### src/rtl/axil_pkg.sv
`default_nettype none
// ============================================================================
// Module      : axil_pkg
// Description : Shared AXI-lite definitions: response codes, default
//               protection attributes and the master bridge state encoding.
// Revision    : 1.0 - initial release
// ============================================================================
package axil_pkg;

  localparam logic [1:0] AXIL_OKAY   = 2'b00;
  localparam logic [1:0] AXIL_EXOKAY = 2'b01;
  localparam logic [1:0] AXIL_SLVERR = 2'b10;
  localparam logic [1:0] AXIL_DECERR = 2'b11;

  localparam logic [2:0] AXIL_PROT_DEFAULT = 3'b000;

  // Master bridge FSM states
  typedef enum logic [2:0] {
    IDLE  = 3'd0,
    WR    = 3'd1,
    WRESP = 3'd2,
    RD_A  = 3'd3,
    RD_D  = 3'd4
  } axil_mst_state_t;

endpackage
`default_nettype wire

### src/rtl/axil_master_bridge.sv
`default_nettype none
// ============================================================================
// Module      : axil_master_bridge
// Description : Turns a single-outstanding request/response interface into
//               AXI-lite master reads (AR->R) and writes (AW+W->B). The
//               completion is returned as a one-cycle rsp_valid pulse.
// Revision    : 1.0 - initial release
// ============================================================================
module axil_master_bridge
  import axil_pkg::*;
#(
  parameter int DATA_WIDTH = 32,
  parameter int ADDR_WIDTH = 16,
  parameter int STRB_WIDTH = DATA_WIDTH / 8
) (
  input  logic                  clk,
  input  logic                  rst,
  // requester side
  input  logic                  req_valid,
  output logic                  req_ready,
  input  logic                  req_we,
  input  logic [ADDR_WIDTH-1:0] req_addr,
  input  logic [DATA_WIDTH-1:0] req_wdata,
  input  logic [STRB_WIDTH-1:0] req_wstrb,
  output logic                  rsp_valid,
  output logic [DATA_WIDTH-1:0] rsp_rdata,
  output logic                  rsp_err,
  // AXI-lite write address
  output logic [ADDR_WIDTH-1:0] m_axil_awaddr,
  output logic [2:0]            m_axil_awprot,
  output logic                  m_axil_awvalid,
  input  logic                  m_axil_awready,
  // AXI-lite write data
  output logic [DATA_WIDTH-1:0] m_axil_wdata,
  output logic [STRB_WIDTH-1:0] m_axil_wstrb,
  output logic                  m_axil_wvalid,
  input  logic                  m_axil_wready,
  // AXI-lite write response
  input  logic [1:0]            m_axil_bresp,
  input  logic                  m_axil_bvalid,
  output logic                  m_axil_bready,
  // AXI-lite read address
  output logic [ADDR_WIDTH-1:0] m_axil_araddr,
  output logic [2:0]            m_axil_arprot,
  output logic                  m_axil_arvalid,
  input  logic                  m_axil_arready,
  // AXI-lite read data
  input  logic [DATA_WIDTH-1:0] m_axil_rdata,
  input  logic [1:0]            m_axil_rresp,
  input  logic                  m_axil_rvalid,
  output logic                  m_axil_rready
);

  axil_mst_state_t       state_q,     state_d;
  logic [ADDR_WIDTH-1:0] addr_q,      addr_d;
  logic [DATA_WIDTH-1:0] wdata_q,     wdata_d;
  logic [STRB_WIDTH-1:0] wstrb_q,     wstrb_d;
  logic                  awvalid_q,   awvalid_d;
  logic                  wvalid_q,    wvalid_d;
  logic                  bready_q,    bready_d;
  logic                  arvalid_q,   arvalid_d;
  logic                  rready_q,    rready_d;
  logic                  aw_done_q,   aw_done_d;
  logic                  w_done_q,    w_done_d;
  logic                  rsp_valid_q, rsp_valid_d;
  logic                  rsp_err_q,   rsp_err_d;
  logic [DATA_WIDTH-1:0] rsp_rdata_q, rsp_rdata_d;

  logic w_aw_hs;
  logic w_w_hs;

  assign w_aw_hs = awvalid_q && m_axil_awready;
  assign w_w_hs  = wvalid_q  && m_axil_wready;

  // Next-state and next-output logic; every register holds unless told otherwise
  always_comb begin
    state_d     = state_q;
    addr_d      = addr_q;
    wdata_d     = wdata_q;
    wstrb_d     = wstrb_q;
    awvalid_d   = awvalid_q;
    wvalid_d    = wvalid_q;
    bready_d    = bready_q;
    arvalid_d   = arvalid_q;
    rready_d    = rready_q;
    aw_done_d   = aw_done_q;
    w_done_d    = w_done_q;
    rsp_valid_d = 1'b0;
    rsp_err_d   = rsp_err_q;
    rsp_rdata_d = rsp_rdata_q;

    unique case (state_q)
      IDLE: begin
        if (req_valid) begin
          addr_d  = req_addr;
          wdata_d = req_wdata;
          wstrb_d = req_wstrb;
          if (req_we) begin
            state_d   = WR;
            awvalid_d = 1'b1;
            wvalid_d  = 1'b1;
            aw_done_d = 1'b0;
            w_done_d  = 1'b0;
          end else begin
            state_d   = RD_A;
            arvalid_d = 1'b1;
          end
        end
      end
      WR: begin
        // AW and W retire independently; each valid drops after its own handshake
        if (w_aw_hs) begin
          awvalid_d = 1'b0;
          aw_done_d = 1'b1;
        end
        if (w_w_hs) begin
          wvalid_d = 1'b0;
          w_done_d = 1'b1;
        end
        // bready only once both halves of the write have been accepted
        if ((aw_done_q || w_aw_hs) && (w_done_q || w_w_hs)) begin
          state_d  = WRESP;
          bready_d = 1'b1;
        end
      end
      WRESP: begin
        if (m_axil_bvalid && bready_q) begin
          bready_d    = 1'b0;
          rsp_valid_d = 1'b1;
          rsp_err_d   = (m_axil_bresp != AXIL_OKAY);
          state_d     = IDLE;
        end
      end
      RD_A: begin
        if (arvalid_q && m_axil_arready) begin
          arvalid_d = 1'b0;
          rready_d  = 1'b1;
          state_d   = RD_D;
        end
      end
      RD_D: begin
        if (m_axil_rvalid && rready_q) begin
          rready_d    = 1'b0;
          rsp_rdata_d = m_axil_rdata;
          rsp_err_d   = (m_axil_rresp != AXIL_OKAY);
          rsp_valid_d = 1'b1;
          state_d     = IDLE;
        end
      end
      default: state_d = IDLE;
    endcase
  end

  // State and output registers; reset abandons any transaction in flight
  always_ff @(posedge clk) begin
    if (rst) begin
      state_q     <= IDLE;
      addr_q      <= '0;
      wdata_q     <= '0;
      wstrb_q     <= '0;
      awvalid_q   <= 1'b0;
      wvalid_q    <= 1'b0;
      bready_q    <= 1'b0;
      arvalid_q   <= 1'b0;
      rready_q    <= 1'b0;
      aw_done_q   <= 1'b0;
      w_done_q    <= 1'b0;
      rsp_valid_q <= 1'b0;
      rsp_err_q   <= 1'b0;
      rsp_rdata_q <= '0;
    end else begin
      state_q     <= state_d;
      addr_q      <= addr_d;
      wdata_q     <= wdata_d;
      wstrb_q     <= wstrb_d;
      awvalid_q   <= awvalid_d;
      wvalid_q    <= wvalid_d;
      bready_q    <= bready_d;
      arvalid_q   <= arvalid_d;
      rready_q    <= rready_d;
      aw_done_q   <= aw_done_d;
      w_done_q    <= w_done_d;
      rsp_valid_q <= rsp_valid_d;
      rsp_err_q   <= rsp_err_d;
      rsp_rdata_q <= rsp_rdata_d;
    end
  end

  assign req_ready      = (state_q == IDLE);
  assign rsp_valid      = rsp_valid_q;
  assign rsp_rdata      = rsp_rdata_q;
  assign rsp_err        = rsp_err_q;

  assign m_axil_awaddr  = addr_q;
  assign m_axil_awprot  = AXIL_PROT_DEFAULT;
  assign m_axil_awvalid = awvalid_q;
  assign m_axil_wdata   = wdata_q;
  assign m_axil_wstrb   = wstrb_q;
  assign m_axil_wvalid  = wvalid_q;
  assign m_axil_bready  = bready_q;
  assign m_axil_araddr  = addr_q;
  assign m_axil_arprot  = AXIL_PROT_DEFAULT;
  assign m_axil_arvalid = arvalid_q;
  assign m_axil_rready  = rready_q;

endmodule
`default_nettype wire

### config.mk
export PLATFORM = sky130hd
export DESIGN_NAME = axil_master_bridge
export DESIGN_NICKNAME = d
export VERILOG_FILES = /design/src/rtl/axil_pkg.sv /design/src/rtl/axil_master_bridge.sv
export SDC_FILE = /design/constraint.sdc
export NUM_CORES = 1
export LEC_CHECK = 0
export ABC_AREA = 1
export BUFFER_PORTS_ARGS = -buffer_cell sky130_fd_sc_hd__buf_2
export CORE_ASPECT_RATIO = 0.75
export CORE_UTILIZATION = 45
export DETAILED_ROUTE_END_ITERATION = 6
export PLACE_DENSITY = 0.8
export SLEW_MARGIN = 20
export SYNTH_ARGS = -nofsm -noshare
export SYNTH_HDL_FRONTEND = slang
export SYNTH_SLANG_ARGS = --single-unit
export TNS_END_PERCENT = 5
### constraint.sdc
create_clock -name clk -period 1.6 [get_ports clk]
set_input_delay 0 -clock clk [delete_from_list [all_inputs] [get_ports clk]]
set_output_delay 0 -clock clk [all_outputs]
set_load 0.05 [all_outputs]
; ---- After elaboration in Yosys (flattened, before gate mapping)
; Cells that the tools add are included.
[classes]
add_sub_neg = 0
n_mul = 0
n_div = 0
magnitude_cmp = 0
eq_ne = 13
n_shift = 0
muxes = 35
bitwise_logic = 0
n_reduce_logical = 25
[ops]
columns = operator, count
row1 = $mux W1, 19
row2 = $pmux W1 S2, 9
row3 = $ne A2 B2 Y1 const B, 8
row4 = $mux W3, 5
row5 = $pmux W3 S5, 1
row6 = $reduce_bool A2 Y1, 7
row7 = $reduce_and A4 Y1, 3
row8 = $reduce_and A3 Y1, 3
row9 = $eq A3 B2 Y1 const B, 2
row10 = $logic_and A1 B1 Y1, 6
row11 = $reduce_and A5 Y1, 1
row12 = $reduce_and A2 Y1, 2
row13 = $eq A3 B1 Y1 const B, 1
row14 = $eq A3 B3 Y1 const B, 1
row15 = $logic_not A3 Y1, 1
row16 = $logic_or A1 B1 Y1, 2
row17 = $mux W2, 1
row18 = $ne A2 B1 Y1 const B, 1
[word_totals]
ff_bits = 96
latch_bits = 0
mem_bits_rw = 0
mem_bits_ro = 0
in_bits = 97
out_inout_bits = 114
elab_cells = 87
memories = 0

; ---- Depth between registers and ports, before layout
; Gate-level depths: netlist (run 1).
[depth]
word_depth = 5
depth_mapped = 8
ltp_nobuf = 8

; ---- Worst setup path before layout (run 1)
; OpenSTA, ideal clock, no wires.
[synth_path]
path_type = reg2reg
start = register rready_q, in the netlist m_axil_rready
end = register state_q[0]
setup_ps = 115
arrival_ps = 1442
required_ps = 1485
path_slack_ps = 43
stages_incl_launch_ff = 8
path_buffers = 0
period_less_slack_ps = 1557
cell_sequence = dfxtp_1 nand2_1 nand3_1 nand2_1 nor2_1 nand3_1 nand2_1 nor2_1
[synth_between]
elab_chain_cells = 3
[synth_lines]
columns = item, line_no
row1 = "start, declared", axil_master_bridge.sv:62  ; logic rready_q, rready_d;
row2 = "start signal, assigned", axil_master_bridge.sv:180  ; rready_q <= rready_d;
row3 = $logic_and A1 B1 Y1, axil_master_bridge.sv:142  ; if (m_axil_rvalid && rready_q) begin
row4 = $ne A2 B2 Y1 (no source line), --
row5 = $reduce_and A5 Y1 (no source line), --
row6 = "end signal, assigned", axil_master_bridge.sv:172  ; state_q <= state_d;
row7 = "end, declared", axil_master_bridge.sv:54  ; axil_mst_state_t state_q, state_d;
; Every way passes these cells.
; A chain may end at the register's enable or synchronous reset.

; ---- Worst setup path in the final report (run 1)
[layout_path]
start = register state_q[1]
end = output port req_ready
[layout_between]
elab_chain_cells = 1
[layout_lines]
columns = item, line_no
row1 = $logic_not A3 Y1, axil_master_bridge.sv:189  ; assign req_ready = (state_q == IDLE);
row2 = "end, declared", axil_master_bridge.sv:20  ; output logic req_ready,
; Every way passes these cells.

==> results of run 1 <==
[metrics by stage]
stage | area (um2) | TNS, ns | utilization, % | power, W
after floorplan | 3900 | 0 | - | 0.00583
after global placement | 4730 | 0 | 58.2 | 0.00629
after detailed placement | 4730 | 0 | 58.2 | 0.00635
after CTS | 5860 | 0 | 72.0 | 0.00856
after global routing | 5870 | -0.0848 | 72.2 | 0.00900
final | 5870 | 0 | 72.2 | 0.00858
[worst max-delay path, delay by kind of cell, from the launching register on]
family,cells,cell delay [ns]
buffers and inverters,3,0.53
flip-flops,1,0.39
AND/OR/NAND/NOR,2,0.30
[cell families (layout without fill, tap and decap cells)]
family | Yosys count | in the layout | share of synthesized area (%)
and+or+nand+nor | 223 | 223 | 25.5
DFF | 96 | 96 | 49.5
AOI/OAI and AO/OA | 102 | 102 | 13.5
buffers and inverters | 65 | 322 | 11.4
other | 1 | 6 | 0.0967
[area by class of cell]
class | count | area share [%]
Tap cell | 105 | 2.24
Timing Repair Buffer | 296 | 33.2
Inverter | 10 | 0.810
Clock inverter | 7 | 1.00
Multi-Input combinational cell | 331 | 26.1
Sequential cell | 96 | 32.8
Clock buffer | 9 | 3.84
[worst paths after layout]
| path | from | slack, ns | end |
|---|---|---|---|
| min reg2reg | m_axil_wdata[14] | 0.46 | m_axil_wdata[14] |
| min | m_axil_bresp[0] | 0.05 | rsp_err |
| max reg2reg | state_q[1] | 0.09 | m_axil_araddr[4] |
| max | state_q[1] | 0.04 | req_ready |
[layout by cell type, fill, tap and decap left out]
master	instances
nand4_1	1
nand2_8	1
nand2_1	77
o21ai_1	5
nor2_4	1
dfxtp_1	96
conb_1	6
buf_6	3
inv_1	7
nand3_1	59
nand2_4	2
a21oi_1	64
o211ai_1	1
o21ai_2	1
clkinvlp_4	2
nor2_2	7
dlygate4sd3_1	84
clkbuf_16	9
a21oi_2	1
o21ai_0	29
inv_2	1
buf_2	203
nand2_2	1
nor2_8	1
o21a_1	1
nor2_1	73
inv_6	7
buf_4	5
buf_12	1
[flip-flops by register name, summed over array words and instances, names as in the netlist]
signal	cells
m_axil_wdata	32
rsp_rdata	32
m_axil_araddr	16
m_axil_wstrb	4
state_q	3
aw_done_q	1
m_axil_arvalid	1
m_axil_awvalid	1
m_axil_bready	1
m_axil_rready	1
m_axil_wvalid	1
rsp_err	1
rsp_valid	1
w_done_q	1
[routing by layer]
metal  vias to the layer above  GRT usage [%]  wire length, um
met5                         -              0                0
met4                         0           14.8              493
met3                        43           4.47              658
met2                       203           45.3             6030
met1                      1959           27.0             4660
li1                       2087              -                -
[power groups by stage]
stage	registers (W)	logic, W	clock network, W
finish	0.00293	0.00361	0.00204
global route	0.00298	0.00385	0.00218
CTS	0.00293	0.00355	0.00209
detailed placement	0.00298	0.00337	0
global placement	0.00296	0.00333	0
floorplan	0.00391	0.00192	0
[timing repair]
action / CTS / global route
setup endpoints to repair: 1 / 4
hold endpoints to repair: 84 / 0
hold buffers: 84 / 0
gates resized for setup: 1 / 3
pin swaps: 0 / 1
==> flow_metrics.env, run 1 <==
export IMPL_status="complete, no violations"
export IMPL_routed_via_density=5.03
export IMPL_hold_violations=0
export IMPL_synth_top_cells_by_area="dfxtp_1, a21oi_1, nand3_1"
export IMPL_p_seq_share_pct=34.2
export IMPL_fin_clk_skew_ns=0.00950
export IMPL_gr_total_overflow=0
export IMPL_finalHoldWorstSlack_ns=0.0480
export IMPL_route_detailed_wl_per_inst_um=13.9
export IMPL_synthesis_instances=487
export IMPL_layout_cells_non_filler=854
export IMPL_track_usage_pct=24.7
export IMPL_synth_edf_count=0
export IMPL_synth_cell_area_um2=3880
export IMPL_finalWeightedCongestion=0.844
export IMPL_portBuffers=204
export IMPL_timing_critical_path_arrival_ns=1.56
export IMPL_post_synth_cell_area_avg_um2=7.96
export IMPL_worst_ep_required_time_ns=1.60
export IMPL_critical_path_endpoint_type="output port"
export IMPL_yosys_top_cell_area_share_pct=49.5
export IMPL_netlist_cell_type_count=26
export IMPL_number_of_global_route_vias_before_repair=3865
export IMPL_nFillCells=575
export IMPL_vias=4292
export IMPL_path_cells="nor2_4 > nand2_4 > inv_6 > buf_12 > buf_6"
export IMPL_min_period_over_period_pct=97.7
export IMPL_most_numerous_cell_in_the_yosys_netlist="dfxtp_1"
export IMPL_htree_levels=3
export IMPL_dieArea_um2=9000
export IMPL_max_cap_viol_count=0
export IMPL_rsz0062_at_grt="yes"
export IMPL_slowest_delay_ns=0.39
export IMPL_pwr_share_clk_pct=23.7
export IMPL_synthesis_yosys_warnings=0
export IMPL_holdPathStages=4
export IMPL_depth_of_the_worst_register_to_register_path=7
export IMPL_die_h_um=82.4
export IMPL_starting_density_of_the_core_pct=47.7
export IMPL_boundaryPins=211
export IMPL_cts_clk_slew_worst_paths_ns=0.07
export IMPL_power_static_leakage_nw=2.92
export IMPL_crit_fanout=43
export IMPL_setup_viol_count_final=0
export IMPL_dp_hpwl_um=7190
export IMPL_clock_fmax_mhz=640
export IMPL_initial_antenna_violation_count=0
export IMPL_postCtsSetupBuffers=0
export IMPL_comb_power_share_pct=42.0
export IMPL_cts_sinks=96
export IMPL_area_delta_synth_final_pct=51.3
export IMPL_fp_row_count=28
export IMPL_detail_route_drc_violations=0
export IMPL_power_switching_fraction_pct=43.9
export IMPL_cts_made_buffers=9
export IMPL_slew_violations=0
export IMPL_placement_setup_worst_slack_ns=0.100
export IMPL_route_final_wire_length_um=11800
export IMPL_cts_buffer_depth=2
export IMPL_cell_count_post_placement=754
export IMPL_chipWidth_um=109
export IMPL_timing_setup_critical_path_class="reg2out"
export IMPL_diodes=0
export IMPL_setup_worst_path_start_class="register"
export IMPL_yosysTopAreaCell="dfxtp_1"
export IMPL_period_minus_slack_ns=1.56
export IMPL_synth_async_sr_flop_share_pct=0
export IMPL_dominantRegCellSynth="dfxtp_1"
export IMPL_footprint_of_the_multi_input_gates_um2=1530
export IMPL_vdd_drop_max_mv=1.39
export IMPL_core_area_um2=8130
export IMPL_seqCellArea_um2=1920
export IMPL_drt_iter0_drc=301
export IMPL_netlist_top_cells_count="dfxtp_1, nand2_1, nor2_1"
export IMPL_pin_count_of_the_biggest_net_entering_global_routing=47
export IMPL_post_route_cells_drive_above_1_share_pct=32.8
export IMPL_synth_seq_area_share_pct=49.5
export IMPL_post_route_worst_setup_slack_ns=0.0369
export IMPL_p_int_w=0.00481
export IMPL_drtPass1Iterations=5
export IMPL_p_per_area_nw_per_um2=1460
export IMPL_insertion_delay_ns=0.33
export IMPL_cts_tree="yes"
export IMPL_hp_class="in2reg"
export IMPL_final_antenna_net_count=0
export IMPL_power_switching_w=0.00377
export IMPL_first_pass_grt_wire_length_um=17400
export IMPL_cts_root_buffer_cell="clkbuf_16"
export IMPL_nets_finish=841
export IMPL_synth_seq_cells=96
export IMPL_worst_path_max_delay_cell="dfxtp_1"
Note: power is estimated with default switching activity, not from simulation.
==> run 2: changes to the inputs <==
--- a/config.mk
+++ b/config.mk
@@ -8,9 +8,9 @@
 export ABC_AREA = 1
 export BUFFER_PORTS_ARGS = -buffer_cell sky130_fd_sc_hd__buf_2
 export CORE_ASPECT_RATIO = 0.75
-export CORE_UTILIZATION = 45
+export CORE_UTILIZATION = 48
 export DETAILED_ROUTE_END_ITERATION = 6
-export PLACE_DENSITY = 0.8
+export PLACE_DENSITY = 0.9
 export SLEW_MARGIN = 20
 export SYNTH_ARGS = -nofsm -noshare
 export SYNTH_HDL_FRONTEND = slang
==> constraint.sdc (replaced) <==
create_clock -name clk -period 1.84 [get_ports clk]
set_input_delay 0 -clock clk [delete_from_list [all_inputs] [get_ports clk]]
set_output_delay 0 -clock clk [all_outputs]
set_load 0.05 [all_outputs]
==> flow_metrics.env, run 2 (synthesized netlist as in run 1, its figures left out) <==
export IMPL_status="complete, no violations"
export IMPL_timing_critical_path_arrival_ns=1.97
export IMPL_power_static_leakage_nw=2.86
export IMPL_commonest_non_fill_non_tap_cells_in_the_layout="buf_2, dfxtp_1, dlygate4sd3_1"
export IMPL_route_final_wire_length_um=12600
export IMPL_dp_hpwl_um=7220
export IMPL_crit_family="buffers and inverters"
export IMPL_gr_total_overflow=0
export IMPL_clock_fmax_mhz=590
export IMPL_routed_via_density=5.25
export IMPL_pin_count_of_the_biggest_net_entering_global_routing=54
export IMPL_rsz0062_at_grt="no"
export IMPL_portBuffers=204
export IMPL_drt_iter0_drc=321
export IMPL_finish_instance_area_um2=5740
export IMPL_critical_path_endpoint_type="register"
export IMPL_diodes=0
export IMPL_track_usage_pct=29.1
export IMPL_cts_made_buffers=9
export IMPL_cts_tree="yes"
export IMPL_worst_ep_required_time_ns=2.11
export IMPL_drtPass1Iterations=5
export IMPL_first_pass_grt_wire_length_um=19500
export IMPL_detail_route_drc_violations=0
export IMPL_max_cap_viol_count=0
export IMPL_worst_slew_pin_slew_ns=0.526
export IMPL_path_buf_inv=2
export IMPL_boundaryPins=211
export IMPL_footprint_of_the_multi_input_gates_um2=1530
export IMPL_period_minus_slack_ns=1.69
export IMPL_core_area_um2=7570
export IMPL_htree_levels=3
export IMPL_nets_finish=839
export IMPL_cts_sinks=96
export IMPL_seqCellArea_um2=1920
export IMPL_chipWidth_um=106
export IMPL_starting_density_of_the_core_pct=51.3
export IMPL_path_cells="nor2_4 > nand2_4 > inv_6 > buf_4 > nand3_1 > a21oi_1"
export IMPL_fin_clk_skew_ns=0.00681
export IMPL_fp_row_count=27
export IMPL_cts_buffer_depth=2
export IMPL_vias=4449
export IMPL_total_negative_slack_for_setup_checks_ns=0
export IMPL_min_period_over_period_pct=92.1
export IMPL_number_of_global_route_vias_before_repair=4156
export IMPL_final_util_pct=75.9
export IMPL_dieArea_um2=8450
export IMPL_area_delta_synth_final_pct=48.1
export IMPL_cts_root_buffer_cell="clkbuf_8"
export IMPL_die_h_um=79.9
export IMPL_route_detailed_wl_per_inst_um=14.8
export IMPL_finalHoldWorstSlack_ns=0.0377
export IMPL_timing_setup_critical_path_class="reg2reg"
export IMPL_dpl_instance_area_um2=4690
export IMPL_most_frequent_standard_cell_in_the_layout_excluding_fill_and_tap_cells="buf_2"
export IMPL_hold_violations=0
export IMPL_slowest_delay_ns=0.40
export IMPL_hp_class="in2reg"
export IMPL_finalPower_w=0.00703
export IMPL_initial_antenna_violation_count=0
export IMPL_p_per_area_nw_per_um2=1220
export IMPL_nFillCells=533
export IMPL_slew_violations=0
export IMPL_relSlewSlack_pct=64.9
export IMPL_vdd_drop_max_mv=0.837
export IMPL_setup_viol_count_final=0
export IMPL_finalWeightedCongestion=0.907
export IMPL_final_antenna_net_count=0
export IMPL_crit_fanout=32
export IMPL_insertion_delay_ns=0.34
export IMPL_cts_clk_slew_worst_paths_ns=0.09
export IMPL_setup_worst_path_start_class="register"
export IMPL_post_route_cells_drive_above_1_share_pct=32.4
export IMPL_worst_path_max_delay_cell="dfxtp_1"
## run 2: cell types whose count changed in the layout (fill, tap and decap cells not counted), sizes merged
cell	before	now
clkinv	0	1
clkbuf	9	11
bufinv	0	1
dlygate4sd3	84	85
inv	15	10
buf	212	209
## run 2: through the flow
step | setup slack, ns | instances
2_1_floorplan | 0.283 | 492
3_3_place_gp | 0.317 | 747
3_5_place_dp | 0.221 | 747
4_1_cts | 0.206 | 847
5_1_grt | 0.0338 | 847
6_report | 0.146 | 847
## run 2: per-layer routing
metal / GRT usage, % / share of wire [%]
met1: 30.8 / 37
met2: 54.0 / 52
met3: 5.88 / 6.1
met4: 17.6 / 4.8
met5: 0 / 0
## run 2: final timing paths
path	cells after the start	start	end	slack (ns)
worst max register to register	6	state_q[0]	m_axil_araddr[12]	0.15
worst min-delay path	4	req_we	m_axil_arvalid	0.04
worst max-delay path	6	state_q[0]	m_axil_araddr[12]	0.15
worst min register to register	2	m_axil_wdata[7]	m_axil_wdata[7]	0.46
## run 2: where the power goes
group          switching [W]  leakage [nW]  total, W  internal, W
Sequential          0.000215         0.782   0.00257      0.00236
Combinational        0.00226          1.98   0.00306     0.000797
Clock               0.000700        0.0976   0.00140     0.000698
Total                0.00318          2.86   0.00703      0.00385
## run 2: cell type report
cell class | instances | share of cell area, %
clock buffers | 11 | 2.64
well taps | 101 | 2.20
clock inverters | 4 | 0.937
multi-input cells | 331 | 26.7
repair buffers | 294 | 33.2
inverters | 10 | 0.828
flip-flops and latches | 96 | 33.5
## run 2: worst min-delay path, cell delays in order
cell	delay, ns
buf_2	0.10
nor2_1	0.07
a21oi_1	0.14
nor2_1	0.05
## run 2: timing repair
action / in CTS / in global routing
hold buffers: 85 / 0
resized for setup: 0 / 0
setup buffers: 0 / 0
hold endpoints to repair: 85 / 0
==> run 3: changes to the inputs <==
--- a/config.mk
+++ b/config.mk
@@ -7,10 +7,10 @@
 export LEC_CHECK = 0
 export ABC_AREA = 1
 export BUFFER_PORTS_ARGS = -buffer_cell sky130_fd_sc_hd__buf_2
-export CORE_ASPECT_RATIO = 0.75
-export CORE_UTILIZATION = 48
+export CORE_ASPECT_RATIO = 0.7
+export CORE_UTILIZATION = 40
 export DETAILED_ROUTE_END_ITERATION = 6
-export PLACE_DENSITY = 0.9
+export PLACE_DENSITY = 0.78
 export SLEW_MARGIN = 20
 export SYNTH_ARGS = -nofsm -noshare
 export SYNTH_HDL_FRONTEND = slang
==> flow_metrics.env, run 3 (synthesized netlist as in run 1, its figures left out) <==
export IMPL_insertion_delay_ns=0.33
export IMPL_setup_viol_count_final=0
export IMPL_pwr_share_clk_pct=26.2
export IMPL_total_negative_slack_for_setup_checks_ns=0
export IMPL_htree_levels=3
export IMPL_finalWeightedCongestion=0.795
export IMPL_area_delta_synth_final_pct=52.2
export IMPL_cts_made_buffers=9
export IMPL_final_antenna_net_count=0
export IMPL_routed_via_density=4.87
export IMPL_initial_antenna_violation_count=0
export IMPL_period_minus_slack_ns=1.67
export IMPL_depth_of_the_worst_register_to_register_path=8
export IMPL_power_switching_fraction_pct=41.5
export IMPL_track_usage_pct=23.3
export IMPL_detail_route_drc_violations=0
export IMPL_worst_slew_pin_slew_ns=0.605
export IMPL_timing_setup_critical_path_class="reg2out"
export IMPL_status="complete, no violations"
export IMPL_timing_critical_path_arrival_ns=1.67
export IMPL_number_of_global_route_vias_before_repair=4123
export IMPL_cts_root_buffer_cell="clkbuf_16"
export IMPL_fin_clk_skew_ns=0.00436
export IMPL_cts_buffer_depth=2
export IMPL_worst_ep_required_time_ns=1.84
export IMPL_post_route_cells_drive_above_1_share_pct=32.6
export IMPL_hold_violations=0
export IMPL_fp_row_count=29
export IMPL_chipWidth_um=120
export IMPL_die_h_um=84.4
export IMPL_core_area_um2=9250
export IMPL_gr_total_overflow=0
export IMPL_pin_count_of_the_biggest_net_entering_global_routing=59
export IMPL_max_cap_viol_count=0
export IMPL_holdPathStages=4
export IMPL_setup_worst_path_start="state_q[0]"
export IMPL_dieArea_um2=10100
export IMPL_p_seq_share_pct=33.6
export IMPL_p_int_w=0.00446
export IMPL_nets_finish=838
export IMPL_drt_iter0_drc=189
export IMPL_cts_tree="yes"
export IMPL_r2r_setup_slack_ns=0.34
export IMPL_route_final_wire_length_um=11500
export IMPL_comb_power_share_pct=40.2
export IMPL_rsz0062_at_grt="no"
export IMPL_relSlewSlack_pct=59.7
export IMPL_hold_path_startpoint="m_axil_bresp[0]"
export IMPL_boundaryPins=211
export IMPL_slew_violations=0
export IMPL_hp_class="in2reg"
export IMPL_critical_path_endpoint_type="output port"
export IMPL_vias=4235
export IMPL_clock_fmax_mhz=599
export IMPL_nFillCells=781
export IMPL_cts_sinks=96
export IMPL_diodes=0
export IMPL_vdd_drop_max_mv=0.772
export IMPL_min_period_over_period_pct=90.8
export IMPL_setup_worst_path_start_class="register"
export IMPL_cts_clk_slew_worst_paths_ns=0.06
export IMPL_p_per_area_nw_per_um2=1290
export IMPL_power_switching_w=0.00316
export IMPL_first_pass_grt_wire_length_um=18800
export IMPL_final_util_pct=63.8
export IMPL_route_detailed_wl_per_inst_um=13.2
export IMPL_dp_hpwl_um=6950
export IMPL_commonest_non_fill_non_tap_cells_in_the_layout="buf_2, dfxtp_1, dlygate4sd3_1"
export IMPL_portBuffers=204
export IMPL_cts_resized=0
export IMPL_power_static_leakage_nw=2.93
export IMPL_timing_rr_start="state_q[0]"
export IMPL_most_frequent_standard_cell_in_the_layout_excluding_fill_and_tap_cells="buf_2"
export IMPL_drtPass1Iterations=5
export IMPL_crit_fanout=53
export IMPL_starting_density_of_the_core_pct=41.9
-- run 3: changes by cell type in the layout (fill, tap and decap cells not counted), moves of 2 or more --
cell        before  now
clkbuf_16        0    9
clkbuf_8        11    2
clkinv_2         0    2
clkinvlp_4       2    0
-- run 3: power groups by stage --
stage          registers [W]  logic, W  clock network [W]
6_report             0.00256   0.00306            0.00200
5_1_grt              0.00260   0.00329            0.00215
4_1_cts              0.00255   0.00306            0.00207
3_5_place_dp         0.00259   0.00291                  0
3_3_place_gp         0.00258   0.00287                  0
2_1_floorplan        0.00340   0.00167                  0
-- run 3: metrics by stage --
step           cell area, um2  worst slack (ns)  hold slack, ns  cells  power, W
6_report                 5900             0.169          0.0657    870   0.00762
5_1_grt                  5900            0.0683          0.0726    870   0.00804
4_1_cts                  5900             0.150          0.0592    870   0.00768
3_5_place_dp             4730             0.356           0.234    770   0.00550
3_3_place_gp             4730             0.425           0.221    770   0.00545
2_1_floorplan            3900             0.283           0.128    492   0.00507
-- run 3: path summary, 6_finish.rpt --
check                    endpoint
hold reg to reg   m_axil_wstrb[0]
hold / removal            rsp_err
setup reg to reg        aw_done_q
setup / recovery        req_ready
-- run 3: metal layers --
metal	track usage, %	wire length [um]	vias up
met4	13.4	537	0
met3	5.64	623	52
met2	42.2	5880	189
met5	0	0	-
met1	24.7	4460	1916
li1	-	-	2078
-- run 3: layout make-up --
class	count	area, um2	area share, %
inverters	10	47.5	0.806
multi-input cells	331	1530	26.0
clock buffers	11	253	4.28
well taps	124	155	2.63
clock inverters	5	78.8	1.34
flip-flops and latches	96	1920	32.6
repair buffers	293	1910	32.4
-- run 3: timing repair --
| action | in CTS | in global routing |
|---|---|---|
| setup buffers | 0 | 0 |
| hold buffers | 84 | 0 |
| hold endpoints to repair | 84 | 0 |
-- run 3: critical path: stages, from the launching register on --
cell and delay, ns:
dfxtp_1 0.39, nor2_4 0.22, nand2_4 0.09, inv_6 0.09, buf_12 0.23, buf_2 0.31
